File: src/rtl/seg_scan_decoder.sv
// seg_scan_decoder
// ----------------
// Receive side of a multiplexed 7-segment display.
// It watches the segment and digit-select buses and waits until each digit's
// pattern has been steady for a set number of cycles. It then decodes the
// pattern back to a BCD digit. Once all six digits of HH:MM:SS have been
// captured, the whole time is published in a single cycle.
//
// Valid/ready note: there is no backpressure. frameValid and frameErr are
// single-cycle strobes. The time outputs are stable from the cycle frameValid
// is high until the next frameValid.
//
// Ports
//   clk        system clock
//   rst        asynchronous, active-low reset
//   segSel     segments, active-low, {dp,g,f,e,d,c,b,a}, asynchronous to clk
//   digSel     digit enables, active-low one-hot; bit0 = sec ones ...
//              bit5 = hour tens; bits 7:6 unused (must read 1)
//   secOnes, secTens, minOnes, minTens, hourOnes, hourTens
//              last published time (BCD)
//   frameValid one-cycle pulse: a new consistent time was published
//   frameErr   one-cycle pulse: a completed frame was discarded
//   stale      no frame published for TIMEOUT_CYC cycles
//   errCount   saturating count of frameErr pulses
module seg_scan_decoder #(
    parameter int STABLE_CYC  = 4,
    parameter int TIMEOUT_CYC = 500000,
    parameter int SYNC_STAGES = 2
) (
    input  logic       clk,
    input  logic       rst,
    input  logic [7:0] segSel,
    input  logic [7:0] digSel,
    output logic [3:0] secOnes,
    output logic [2:0] secTens,
    output logic [3:0] minOnes,
    output logic [2:0] minTens,
    output logic [3:0] hourOnes,
    output logic [1:0] hourTens,
    output logic       frameValid,
    output logic       frameErr,
    output logic       stale,
    output logic [7:0] errCount
);

    localparam int CNT_W = (STABLE_CYC > 1) ? $clog2(STABLE_CYC) : 1;
    localparam int TMR_W = $clog2(TIMEOUT_CYC + 1);
    localparam logic [CNT_W-1:0] CNT_MAX = CNT_W'(STABLE_CYC - 1);
    localparam logic [TMR_W-1:0] TMR_MAX = TMR_W'(TIMEOUT_CYC);
    localparam logic [TMR_W-1:0] TMR_PRE = TMR_W'(TIMEOUT_CYC - 1);

    // Input synchronizers. They reset to all-ones, the idle level of the bus.
    logic [7:0] segSync [SYNC_STAGES];
    logic [7:0] digSync [SYNC_STAGES];

    always_ff @(posedge clk or negedge rst) begin
        if (!rst) begin
            for (int i = 0; i < SYNC_STAGES; i++) begin
                segSync[i] <= 8'hFF;
                digSync[i] <= 8'hFF;
            end
        end else begin
            segSync[0] <= segSel;
            digSync[0] <= digSel;
            for (int i = 1; i < SYNC_STAGES; i++) begin
                segSync[i] <= segSync[i-1];
                digSync[i] <= digSync[i-1];
            end
        end
    end

    logic [7:0] segS;
    logic [7:0] digS;
    assign segS = segSync[SYNC_STAGES-1];
    assign digS = digSync[SYNC_STAGES-1];

    // Digit-select qualification: exactly one active-low enable among the six
    // used lines, and both unused lines high.
    logic [5:0] lowSel;
    logic       digValid;
    assign lowSel   = ~digS[5:0];
    assign digValid = (digS[7:6] == 2'b11) && (lowSel != 6'd0) &&
                      ((lowSel & (lowSel - 6'd1)) == 6'd0);

    // Pattern decode. Only the seven segments count; dp is ignored.
    // The result is {bad, value}.
    function automatic logic [4:0] decodeSeg(input logic [6:0] seg);
        logic [4:0] res;
        case ({1'b1, seg})
            8'hC0:   res = {1'b0, 4'd0};
            8'hF9:   res = {1'b0, 4'd1};
            8'hA4:   res = {1'b0, 4'd2};
            8'hB0:   res = {1'b0, 4'd3};
            8'h99:   res = {1'b0, 4'd4};
            8'h92:   res = {1'b0, 4'd5};
            8'h82:   res = {1'b0, 4'd6};
            8'hF8:   res = {1'b0, 4'd7};
            8'h80:   res = {1'b0, 4'd8};
            8'h90:   res = {1'b0, 4'd9};
            default: res = {1'b1, 4'd0};
        endcase
        return res;
    endfunction

    logic [15:0]      prevPair;
    logic [CNT_W-1:0] stabCnt;
    logic             armed;
    logic [3:0]       slotVal [6];
    logic [5:0]       seen;
    logic             codeErr;
    logic             completePend;
    logic [TMR_W-1:0] staleTmr;

    logic             pairChanged;
    logic [CNT_W-1:0] nextCnt;
    logic             nextArmed;
    logic             accept;
    logic [4:0]       dec;
    logic [5:0]       seenNext;
    logic             codeErrNext;
    logic             rangeOk;
    logic             publish;

    assign pairChanged = ({segS, digS} != prevPair);
    assign dec         = decodeSeg(segS[6:0]);

    // Stability tracking. A change of the pair, or an unusable digit
    // select, restarts the dwell. armed allows only one accept per dwell.
    always_comb begin
        nextCnt   = stabCnt;
        nextArmed = armed;
        if (pairChanged || !digValid) begin
            nextCnt   = '0;
            nextArmed = 1'b1;
        end else if (stabCnt != CNT_MAX) begin
            nextCnt = stabCnt + 1'b1;
        end
        accept = digValid && nextArmed && (nextCnt == CNT_MAX);
    end

    // The completion cycle starts a fresh frame. An accept that lands in
    // that same cycle already counts toward the next frame.
    always_comb begin
        seenNext    = completePend ? 6'd0 : seen;
        codeErrNext = completePend ? 1'b0 : codeErr;
        if (accept) begin
            seenNext    = seenNext | lowSel;
            codeErrNext = codeErrNext | dec[4];
        end
    end

    assign rangeOk = (slotVal[1] <= 4'd5) && (slotVal[3] <= 4'd5) &&
                     (slotVal[5] <= 4'd2) &&
                     !((slotVal[5] == 4'd2) && (slotVal[4] > 4'd3));
    assign publish = completePend && !codeErr && rangeOk;

    always_ff @(posedge clk or negedge rst) begin
        if (!rst) begin
            prevPair     <= 16'hFFFF;
            stabCnt      <= '0;
            armed        <= 1'b1;
            for (int i = 0; i < 6; i++) slotVal[i] <= 4'd0;
            seen         <= 6'd0;
            codeErr      <= 1'b0;
            completePend <= 1'b0;
            secOnes      <= 4'd0;
            secTens      <= 3'd0;
            minOnes      <= 4'd0;
            minTens      <= 3'd0;
            hourOnes     <= 4'd0;
            hourTens     <= 2'd0;
            frameValid   <= 1'b0;
            frameErr     <= 1'b0;
            stale        <= 1'b0;
            errCount     <= 8'd0;
            staleTmr     <= '0;
        end else begin
            prevPair     <= {segS, digS};
            stabCnt      <= nextCnt;
            armed        <= accept ? 1'b0 : nextArmed;
            seen         <= seenNext;
            codeErr      <= codeErrNext;
            completePend <= accept && (seenNext == 6'h3F);
            frameValid   <= 1'b0;
            frameErr     <= 1'b0;

            for (int i = 0; i < 6; i++) begin
                if (accept && lowSel[i]) slotVal[i] <= dec[3:0];
            end

            if (publish) begin
                secOnes    <= slotVal[0];
                secTens    <= slotVal[1][2:0];
                minOnes    <= slotVal[2];
                minTens    <= slotVal[3][2:0];
                hourOnes   <= slotVal[4];
                hourTens   <= slotVal[5][1:0];
                frameValid <= 1'b1;
            end else if (completePend) begin
                frameErr <= 1'b1;
                if (errCount != 8'hFF) errCount <= errCount + 8'd1;
            end

            // Only a published frame restarts the timeout. Discarded frames
            // do not prove the display path is healthy.
            if (publish) begin
                staleTmr <= '0;
                stale    <= 1'b0;
            end else begin
                if (staleTmr != TMR_MAX) staleTmr <= staleTmr + 1'b1;
                stale <= (staleTmr >= TMR_PRE);
            end
        end
    end

endmodule

File: config.mk
export PLATFORM = sky130hd
export DESIGN_NAME = seg_scan_decoder
export DESIGN_NICKNAME = d
export VERILOG_FILES = /design/src/rtl/seg_scan_decoder.sv
export SDC_FILE = /design/constraint.sdc
export NUM_CORES = 1
export LEC_CHECK = 0
export BUFFER_PORTS_ARGS = -buffer_cell sky130_fd_sc_hd__buf_4
export CAP_MARGIN = 15
export CORE_ASPECT_RATIO = 1.2
export CORE_UTILIZATION = 45
export DETAILED_ROUTE_END_ITERATION = 10
export SYNTH_ARGS = -nofsm -noshare
export SYNTH_HDL_FRONTEND = slang
export SYNTH_SLANG_ARGS = --single-unit
File: constraint.sdc
create_clock -name clk -period 6.36 [get_ports clk]
set_input_delay 0.636 -clock clk [delete_from_list [all_inputs] [get_ports clk]]
set_output_delay 0.636 -clock clk [all_outputs]
set_load 0.005 [all_outputs]
==> impl_metrics.yaml <==
cts:
  cts_resized: 0
  clock-root-buffer: "clkbuf_16"
  postCtsSetupBuffers: 0
  cts_inserted_buffers: 17
  insertion_delay_ns: 0.41
  ctsLongestPathBuffers: 2
  cts_tree: "yes"
  clock_sinks: 133
  clk_pin_slew_ns: 0.06
  ctsHoldBuffers: 0
  cts.htree.levels: 4
die:
  start_util_pct: 46.19
  core_um2: 12110
  die_area_um2: 12880
  ios: 49
  rows: 44
  die_x_um: 103.8
  die_y_um: 124.1
worst_setup_path:
  critPathLaunchType: "flop"
  crit_arrival_ns: 2.98
  path_class: "flop to flop"
  crit_chain: "xnor2_2 > nand2_1 > or4b_1 > nor4_4 > mux2_2"
  cp.required_ns: 6.65
  crit_slowest_cell: "or4b_1"
  slowest_delay_ns: 0.85
  path_depth: 5
  r2r_cells: 5
  critPathTopFamily: "simple AND/OR/NAND/NOR gates"
  worstPathMaxFanout: 9
  cp-end-kind: "flop"
  cp.buffers_inverters: 0
timing:
  min_period_ns: 2.687
  hold_ws_ns: 0.2684
  fmax_ghz: 0.3722
  clock_skew_ns: 0.007340
  slew_headroom_pct: 36.11
  setup_viol: 0
  setup_tns_ns: 0
  rsz0062_at_grt: "false"
  min_period_over_period_pct: 42.25
  worstMarginPinSlew_ns: 0.9583
  hold_viol_final: 0
  slew_viol_final: 0
synth:
  synth_common_cells: "84 x dfrtp_1, 49 x dfstp_2, 45 x nand2_1"
  synth_edf_count: 0
  synthTopCellsByArea: "dfrtp_1 38%, dfstp_2 23%, xnor2_1 3.4%"
  yosysWarnings: 0
  synth_top_area_share_pct: 37.58
  yosysMostFrequentCell: "dfrtp_1"
  synth_ff_type: "dfrtp_1"
  async_flop_share_pct: 100.0
  netlist_area_um2: 5594
  yosysTopAreaCell: "dfrtp_1"
  synthCells: 461
  synth_cell_types: 58
  synth_seq_cells: 133
  syn_area_per_cell_um2: 12.13
  syn-num-nets: 482
  yosysSeqAreaShare_pct: 60.59
detailed_routing:
  drt-wirelength-per-cell_um: 15.46
  vias: 3508
  drt_pass1_iterations: 4
  routed_via_density: 5.136
  route.detailed.drc: 0
  ant_nets: 0
  totalWireLength_um: 10560
  drt-initial-drc-count: 186
global_routing:
  grt_pass1_vias: 3604
  grt_overflow: 0
  antenna_found_initial: 0
  grt_use_total_pct: 18.00
  grt_max_degree: 80
  grt_pass1_wl_um: 17850
power:
  cellPowerDensity_nw_per_um2: 287.9
  leakage_nw: 2.900
  p_total_mw: 1.914
  peakVddDrop_v: 0.0001426
hold_path:
  hold_class: "primary input to async pin"
placement:
  hpwl_um: 6948
  dpl_cell_area_um2: 6052
  routabilityCongestion: 0.8044
  io_buffers: 48
status:
  status: "finished, final reports clean"
layout:
  antenna_cells: 0
  nets: 530
  area_delta_synth_final_pct: 18.85
  fin_area_um2: 6649
  fillCellCount: 1041
  drive_gt1_share_pct: 29.50
job:
  cap_violations: 0
[final cells by class]
| cell class | instances | area [µm²] | share of cell area [%] |
|---|---|---|---|
| Sequential cell | 133 | 3390 | 50.98 |
| Clock buffer | 21 | 470.5 | 7.076 |
| Multi-Input combinational cell | 276 | 1969 | 29.62 |
| Tap cell | 161 | 201.4 | 3.030 |
| Timing Repair Buffer | 50 | 375.4 | 5.645 |
| Clock inverter | 11 | 126.4 | 1.901 |
| Inverter | 31 | 116.4 | 1.750 |
[state kept, by name (all words and copies together), names as in the netlist]
| register | flops |
|---|---|
| stale | 1 |
| slotVal | 24 |
| completePend | 1 |
| staleTmr | 19 |
| secTens | 3 |
| hourTens | 2 |
| minTens | 3 |
| prevPair | 16 |
| frameValid | 1 |
| armed | 1 |
| frameErr | 1 |
| codeErr | 1 |
| segS | 8 |
| minOnes | 4 |
| hourOnes | 4 |
| secOnes | 4 |
| segSync | 8 |
| seen | 6 |
| digSync | 8 |
| errCount | 8 |
| digS | 8 |
| stabCnt | 2 |
[stage by stage]
| stage | util [%] | worst slack [ns] | cells |
|---|---|---|---|
| detailed placement | 49.97 | 3.689 | 651 |
| floorplan | - | 4.018 | 461 |
| finish | 54.90 | 3.673 | 683 |
| CTS | 54.90 | 3.677 | 683 |
| global placement | 49.97 | 3.727 | 651 |
| global route | 54.90 | 3.566 | 683 |
[logic make-up (layout without fill, tap and decap cells)]
family | after synthesis | in the layout | synth area share (%)
and+or+nand+nor | 155 | 155 | 16.86
DFF | 133 | 133 | 60.59
buffers and inverters | 52 | 113 | 4.205
muxes | 27 | 27 | 5.077
AOI/OAI and AO/OA | 58 | 58 | 6.487
adders and majority gates | 3 | 3 | 0.6711
xor gates and xnor gates | 33 | 33 | 6.106
[layout by cell type (no fill, tap or decap), types with 4 or more instances in the layout]
cell | synthesis | routed
nor4_1 | 7 | 7
xnor2_1 | 22 | 22
a21oi_1 | 12 | 12
clkinvlp_4 | 0 | 4
or3_1 | 4 | 4
nor2b_1 | 4 | 4
nand3b_1 | 8 | 8
nor4_4 | 6 | 6
mux2_2 | 7 | 7
nand2b_1 | 5 | 5
and3_1 | 4 | 4
nor3_1 | 8 | 8
inv_1 | 31 | 31
nand2_1 | 45 | 45
clkbuf_16 | 0 | 17
o21ai_0 | 27 | 27
mux2i_1 | 19 | 19
buf_4 | 0 | 50
xor2_1 | 7 | 7
nand4_1 | 13 | 13
dfstp_2 | 49 | 49
dfrtp_1 | 84 | 84
nand3_1 | 10 | 10
nor2_1 | 22 | 22
[metal layers]
metal / vias up / track usage [%] / wire, µm
li1: 1685 / - / -
met1: 1747 / 22.34 / 4837
met2: 64 / 30.83 / 5249
met3: 12 / 4.082 / 331
met4: 0 / 7.232 / 140
met5: - / 0 / 0
[worst register-to-register path, delay by kind of cell, from the launching register on]
family | cells | cell delay [ns]
muxes | 1 | 0.38
xor gates and xnor gates | 1 | 0.14
and+or+nand+nor | 3 | 1.42
DFF | 1 | 0.64
[power by group]
part / switching (mW) / total (mW) / leakage, nW / internal, mW
Clock: 0.359 / 0.967 / 0.281 / 0.608
Combinational: 0.0310 / 0.0539 / 0.943 / 0.0229
Sequential: 0.0176 / 0.893 / 1.68 / 0.875
[worst paths after layout]
check	endpoint	slack (ns)	from
min reg2reg	digS[3]	0.35	digSync[11]
max	slotVal[7]	3.67	segS[2]
max reg2reg	slotVal[7]	3.67	segS[2]
max in group asynchronous	stabCnt[1]	4.67	rst
min in group clk	segSync[12]	0.33	segSel[4]
min	hourTens[1]	0.27	rst
Note: power is estimated with default switching activity, not from simulation.
